### src/rtl/risc_spm_pkg.sv
// Shared definitions for the channel mux: mode encodings and default word width.
package risc_spm_pkg;

    localparam int DATAWIDTH_DEF = 8;

    typedef enum logic {
        MODE_DIRECT = 1'b0,
        MODE_RR     = 1'b1
    } mode_e;

endpackage

### src/rtl/rr_arbiter.sv
// Round-robin search: first requesting channel at or after rr_ptr, wrapping.
module rr_arbiter
    import risc_spm_pkg::*;
#(
    parameter int CHANNELS = 5,
    parameter int SELW     = $clog2(CHANNELS)
) (
    input  logic [CHANNELS-1:0] in_valid,
    input  logic [SELW-1:0]     rr_ptr,
    output logic [CHANNELS-1:0] gnt_onehot,
    output logic [SELW-1:0]     gnt_idx,
    output logic                gnt_found
);

    // Walk offsets 0..CHANNELS-1 from the pointer; the first hit wins.
    always_comb begin
        int          idx;
        logic [SELW-1:0] idx_s;
        gnt_onehot = '0;
        gnt_idx    = '0;
        gnt_found  = 1'b0;
        idx        = 0;
        idx_s      = '0;
        for (int i = 0; i < CHANNELS; i++) begin
            idx = int'(rr_ptr) + i;
            if (idx >= CHANNELS)
                idx = idx - CHANNELS;
            idx_s = SELW'(idx);
            if (!gnt_found && in_valid[idx_s]) begin
                gnt_found         = 1'b1;
                gnt_idx           = idx_s;
                gnt_onehot[idx_s] = 1'b1;
            end
        end
    end

endmodule

### src/rtl/mux_nchannel_reg.sv
// N-channel mux with direct or round-robin selection into a single-entry
// registered output stage with valid/ready handshake.
module mux_nchannel_reg
    import risc_spm_pkg::*;
#(
    parameter int DATAWIDTH = DATAWIDTH_DEF,
    parameter int CHANNELS  = 5,
    parameter int SELW      = $clog2(CHANNELS)
) (
    input  logic                          clk,
    input  logic                          rst,
    input  logic                          mode,
    input  logic [SELW-1:0]               select,
    input  logic [CHANNELS*DATAWIDTH-1:0] in_data,
    input  logic [CHANNELS-1:0]           in_valid,
    output logic [CHANNELS-1:0]           in_ready,
    output logic [DATAWIDTH-1:0]          out_data,
    output logic [SELW-1:0]               out_chan,
    output logic                          out_valid,
    input  logic                          out_ready,
    output logic                          sel_err
);

    mode_e                              mode_q;
    logic [CHANNELS-1:0][DATAWIDTH-1:0] words;
    logic [SELW-1:0]                    rr_ptr;
    logic [CHANNELS-1:0]                rr_onehot;
    logic [SELW-1:0]                    rr_idx;
    logic                               rr_found;
    logic                               sel_ok;
    logic                               gnt_valid;
    logic [SELW-1:0]                    g;
    logic [CHANNELS-1:0]                gnt_onehot;
    logic                               load;
    logic                               xfer;

    assign mode_q = mode_e'(mode);
    assign words  = in_data;
    assign load   = !out_valid || out_ready;
    assign sel_ok = int'(select) < CHANNELS;

    rr_arbiter #(.CHANNELS(CHANNELS), .SELW(SELW)) u_arb (
        .in_valid   (in_valid),
        .rr_ptr     (rr_ptr),
        .gnt_onehot (rr_onehot),
        .gnt_idx    (rr_idx),
        .gnt_found  (rr_found)
    );

    // Grant decision follows the current mode with no pipelining.
    always_comb begin
        g          = '0;
        gnt_valid  = 1'b0;
        gnt_onehot = '0;
        if (mode_q == MODE_RR) begin
            g          = rr_idx;
            gnt_valid  = rr_found;
            gnt_onehot = rr_onehot;
        end else if (sel_ok && in_valid[select]) begin
            g          = select;
            gnt_valid  = 1'b1;
            gnt_onehot = CHANNELS'(1) << select;
        end
    end

    // Only the granted channel sees the accept strobe, and never during reset.
    assign in_ready = (rst && gnt_valid && load) ? gnt_onehot : '0;
    assign xfer     = rst && gnt_valid && load;

    // Output register, round-robin pointer and select-error pulse.
    always_ff @(posedge clk or negedge rst) begin
        if (!rst) begin
            out_valid <= 1'b0;
            out_data  <= '0;
            out_chan  <= '0;
            rr_ptr    <= '0;
            sel_err   <= 1'b0;
        end else begin
            sel_err <= (mode_q == MODE_DIRECT) && !sel_ok;
            if (xfer) begin
                out_valid <= 1'b1;
                out_data  <= words[g];
                out_chan  <= g;
                if (mode_q == MODE_RR)
                    rr_ptr <= (g == SELW'(CHANNELS - 1)) ? '0 : g + 1'b1;
            end else if (out_ready) begin
                out_valid <= 1'b0;
            end
        end
    end

endmodule
### config.mk
export PLATFORM = sky130hd
export DESIGN_NAME = mux_nchannel_reg
export DESIGN_NICKNAME = d
export VERILOG_FILES = /design/src/rtl/risc_spm_pkg.sv /design/src/rtl/rr_arbiter.sv /design/src/rtl/mux_nchannel_reg.sv
export SDC_FILE = /design/constraint.sdc
export NUM_CORES = 1
export LEC_CHECK = 0
export BUFFER_PORTS_ARGS = -buffer_cell sky130_fd_sc_hd__clkbuf_2
export CORE_MARGIN = 4
export CORE_UTILIZATION = 46
export CTS_CLUSTER_SIZE = 40
export DETAILED_ROUTE_END_ITERATION = 12
export PLACE_DENSITY = 0.81
export SETUP_SLACK_MARGIN = 0.5
export SLEW_MARGIN = 30
export SYNTH_ARGS = -nofsm -noshare
export SYNTH_HDL_FRONTEND = slang
export SYNTH_SLANG_ARGS = --single-unit
### constraint.sdc
create_clock -name clk -period 4.1 [get_ports clk]
set_input_delay 0.615 -clock clk [delete_from_list [all_inputs] [get_ports clk]]
set_output_delay 0.615 -clock clk [all_outputs]
set_load 0.05 [all_outputs]
Word-level counts from Yosys, hierarchy flattened
Index checks and enable logic that the tools add are counted.
W data, S select, Z words.
- equality and inequality tests: 1
- magnitude comparators: 18
- multiplexer cells: 54
- reduce and logical (&&, ||, !) cells: 22
- bitwise operators: 5
- shifts and indexed selects: 1
- $add $sub $neg: 10
- operators with widths (operator ; count):
    $mux W5 ; 8
    $mux W3 ; 13
    $lt A3 B4 Y1 const B ; 7
    $bmux W8 S3 ; 1
    $mux W1 ; 20
    $or A5 B5 Y5 ; 4
    $bmux W1 S3 ; 6
    $ge A4 B3 Y1 const B ; 4
    $demux W1 S3 ; 5
    $ge A3 B1 Y1 const B ; 5
    $sub A3 B3 Y3 const B ; 5
    $logic_and A1 B1 Y1 ; 13
    $add A3 B2 Y4 const B ; 2
    $mux W8 ; 1
    $logic_not A1 Y1 ; 6
    $shl A1 B3 Y5 const A ; 1
    $add A3 B1 Y4 const B ; 1
    $add A3 B3 Y4 const B ; 1
    $add A3 B1 Y3 const B ; 1
    $eq A3 B3 Y1 const B ; 1
    $ge A3 B3 Y1 const B ; 1
    $lt A3 B3 Y1 const B ; 1
    $reduce_and A2 Y1 ; 1
    $reduce_bool A2 Y1 ; 1
    2 further kinds ; 2
- register bits after elaboration: 16
- word-level logic and storage cells: 116

Depth between registers and ports, before layout
- depth in word-level cells: 21
- mapped depth: 17
- mapped depth without buffers: 14

By module
Synthesis repeated with hierarchy kept, for this count alone.
- cell total of the unflattened synthesis: 324
- area total of the unflattened synthesis: 2618.8 sq um
- by module, submodules not included (module ; instances ; cells an instance ; area an instance (sq um)):
    rr_arbiter ; 1 ; 199 ; 1415.1
    mux_nchannel_reg ; 1 ; 125 ; 1203.7

Least setup slack after synthesis
OpenSTA, ideal clock, no wires.
- kind: register -> output
- start: register rr_ptr[1]
- end: output port in_ready[0]
- path slack: -0.562 ns
- stages on the path, launching flop included: 16
- buffers on the path: 3
- data arrival time: 4.047 ns
- cells stage by stage: dfrtp_1 > buf_2 > inv_1 > ha_1 > ha_1 > clkbuf_1 > inv_1 > o21a_1 > nor4bb_1 > a21oi_4 > o21ai_2 > nor2_1 > a31o_1 > nand2b_4 > buf_6 > nor3_2
- cells in the longest elaborated chain, start to end: 21
- RTL lines (element ; line ; text):
    start: declaration ; mux_nchannel_reg.sv:26 ; logic [SELW-1:0] rr_ptr;
    start signal: assignment ; mux_nchannel_reg.sv:85 ; rr_ptr <= (g == SELW'(CHANNELS - 1)) ? '0 : g + 1'b1;
    parallel branches: the longest is 20 deep, another holds $add A3 B1 Y4 ; n/a ;
    $mux W5 * ; mux_nchannel_reg.sv:67 ; assign in_ready = (rst && gnt_valid && load) ? gnt_onehot : '0;
    end: declaration ; mux_nchannel_reg.sv:16 ; output logic [CHANNELS-1:0] in_ready,
Mark *: on every way between the ends. The select of a mux whose other input is x is not followed.

Worst setup path after layout
- start: register rr_ptr[1]
- end: output port in_ready[1]
Same word-level chain as after synthesis.

==> qor.yml <==
status: "completed"
start_kind: "flip-flop"
cp_slowest_stage_delay_ns: 0.48
worstSkewPairLatency_ns: 0.25
ys_ff_latch: 16
synth_edf_count: 0
synth_top_cell_by_area: "dfrtp_1"
period_share_pct: 99.1
max_freq_mhz: 246
required_ns: 3.48
cp-endpoint: "in_ready[1]"
top_usage_layer: "met2"
met2_usage_pct: 48.2
synth.cell_area_mm2: 0.00270
final_antenna_net_count: 0
yosysUniqueCellTypes: 79
cts.clk_slew.worst_paths_ns: 0.07
die-area_mm2: 0.00716
synthCells: 358
setup_viol: 0
holdCritPathClass: "input port to async pin"
end_kind: "output pin"
ff_latch_area_um2: 404
pre_cts_ws_ns: 0.0709
maxCapViolations: 0
rsz0062_at_grt: "yes"
row_count: 27
drt_iter0_drc: 578
grt_pass1_vias: 3534
ff2ff_setup_slack_ns: 0.26
synth_commonest_cells: "nor2_1, nand2_1, o21ai_0"
drc: 0
grtUsageTotal_pct: 30.0
cts_root_buffer: "clkbuf_8"
async_flop_share_pct: 100
routedWlPerCell_um: 22.8
detailed_place_hpwl_um: 7990
synth_area_per_cell_um2: 7.54
r2r_start: "rr_ptr[1]"
worstRegToRegCells: 18
synth_top_area_share_pct: 14.8
ys_top_cells_by_area: "dfrtp_1, nor2_1, nand2_1"
relSlewSlack_pct: 66.2
layout-drive-gt1-share_pct: 47.4
nets: 537
final.min_clock_period_ns: 4.06
cts_tree: "built"
cts-htree-levels: 1
reg2reg_to: "out_data[2]"
slew_violations: 0
critPathSlowestCell: "dfrtp_2"
gp_congestion: 0.959
crit_path_cell_trace: "buf_6, buf_6, fa_2, buf_6, o22a_1, nor4_4, buf_4, a2bb2oi_4, buf_6, o31ai_4, a31oi_4, o22ai_2, nor2b_4, buf_12"
worst-slew-pin-transition_ns: 0.507
hold_viol_final: 0
via_per_inst: 7.13
grt_pass1_wl_um: 17600
finClkSkew_ns: 0.00288
ys_seq_area_share_pct: 14.8
cts.sinks: 16
met3_usage_pct: 4.71
diodes: 0
io_buffer_count: 69
start_util_pct: 48.1
fillers: 402
antenna_found_initial: 0
ios: 70
setup_ws_ns: 0.0376
crit_fanout: 6
grt_max_degree: 18
die_w_um: 84.6
cts_buffers: 3
crit_type: "flip-flop to output pin"
die_h_um: 84.6
vias: 3899
globalRouteMet1Util_pct: 40.8
syn2layout_area_growth_pct: 53.5
routed_wirelength_um: 12500
yosys_most_used_dff: "dfrtp_1"
cp.arrival_ns: 3.45
multi_input_area_mm2: 0.00260
critPathMostFrequentCell: "buf_6"
clk_path_buf_depth: 2
drt_first_pass_iters: 5
grt_overflow_total: 0
ys.warnings.count: 0
fp.coreArea_mm2: 0.00561
syn-num-nets: 419
yosys.cell_count.top_type: "nor2_1"
critPathLaunch: "rr_ptr[1]"
==> kinds of logic (layout without fill, tap and decap cells) <==
logic type / after synthesis / in the layout / synth area share, %
AND/OR/NAND/NOR: 144 / 144 / 27.5
AO/OA/AOI/OAI: 137 / 137 / 40.0
buffers and inverters: 35 / 152 / 6.03
flip-flops: 16 / 16 / 14.8
multiplexers: 15 / 15 / 6.54
adder cells (fa/ha/maj): 9 / 9 / 4.45
XOR/XNOR: 2 / 2 / 0.649
==> state kept, by name (all words and copies together), names as in the netlist <==
signal / count
out_valid: 1
out_data: 8
out_chan: 3
sel_err: 1
rr_ptr: 3
==> cell usage in the layout, fill, tap and decap left out, types with 7 or more instances in the layout <==
cell / count
a21oi_1: 15
nand2_1: 29
clkbuf_2: 64
a221o_1: 8
a31oi_1: 12
o21ai_0: 14
buf_6: 10
nor2_1: 37
dfrtp_1: 13
buf_4: 55
inv_1: 9
nor3_1: 8
nand3_1: 7
mux2i_1: 12
o211ai_1: 7
==> metal layers <==
| metal | vias up | wire [µm] |
|---|---|---|
| met5 | - | 0 |
| met4 | 0 | 810 |
| met3 | 101 | 1530 |
| met2 | 382 | 5510 |
| met1 | 1794 | 4640 |
| li1 | 1622 | - |
==> area by class of cell <==
| cell class | count | area share, % |
|---|---|---|
| repair buffers | 136 | 22.8 |
| well taps | 72 | 2.18 |
| multi-input cells | 307 | 62.8 |
| inverters | 12 | 1.33 |
| flip-flops and latches | 16 | 9.76 |
| clock buffers | 4 | 1.09 |
==> metrics by stage <==
| stage | setup TNS [ns] | instance area [µm²] | utilization, % | hold WS [ns] | cells |
|---|---|---|---|---|---|
| finish | 0 | 4140 | 73.9 | 0.293 | 547 |
| global route | -0.0959 | 4140 | 73.9 | 0.322 | 547 |
| CTS | 0 | 3860 | 68.8 | 0.298 | 539 |
| detailed placement | 0 | 3430 | 61.2 | 0.480 | 510 |
| global placement | 0 | 3430 | 61.2 | 0.464 | 510 |
| floorplan | 0 | 2860 | - | 0.319 | 358 |
==> timing repair <==
item / in CTS / in global routing
hold buffers: 0 / 0
setup endpoints to repair: 18 / 17
hold endpoints to repair: 0 / 0
gates cloned: 0 / 0
gates resized for setup: 45 / 46
buffers inserted: 25 / 8
pin swaps: 17 / 26
==> how the worst min path moves through the flow <==
| stage | to | slack (ns) | startpoint | cells past startpoint |
|---|---|---|---|---|
| finish | out_data[4] | 0.29 | rst | 1 |
| global route | out_data[3] | 0.32 | rst | 1 |
| CTS | out_data[4] | 0.30 | rst | 1 |
| detailed placement | out_chan[2] | 0.48 | out_chan[2] | 1 |
| global placement | out_chan[2] | 0.46 | out_chan[2] | 1 |
| floorplan | out_chan[0] | 0.32 | rst | 0 |
==> worst max-delay path, delay by kind of cell (launching register included) <==
family	cells	cell delay, ns
flip-flops	1	0.48
buffers and inverters	6	0.89
AND/OR/NAND/NOR	2	0.59
adder cells (fa/ha/maj)	1	0.44
AO/OA/AOI/OAI	5	0.78
Power is left out: the tool's default activity adds up to more than one toggle a clock period on the data nets, which glitch-free logic cannot reach.
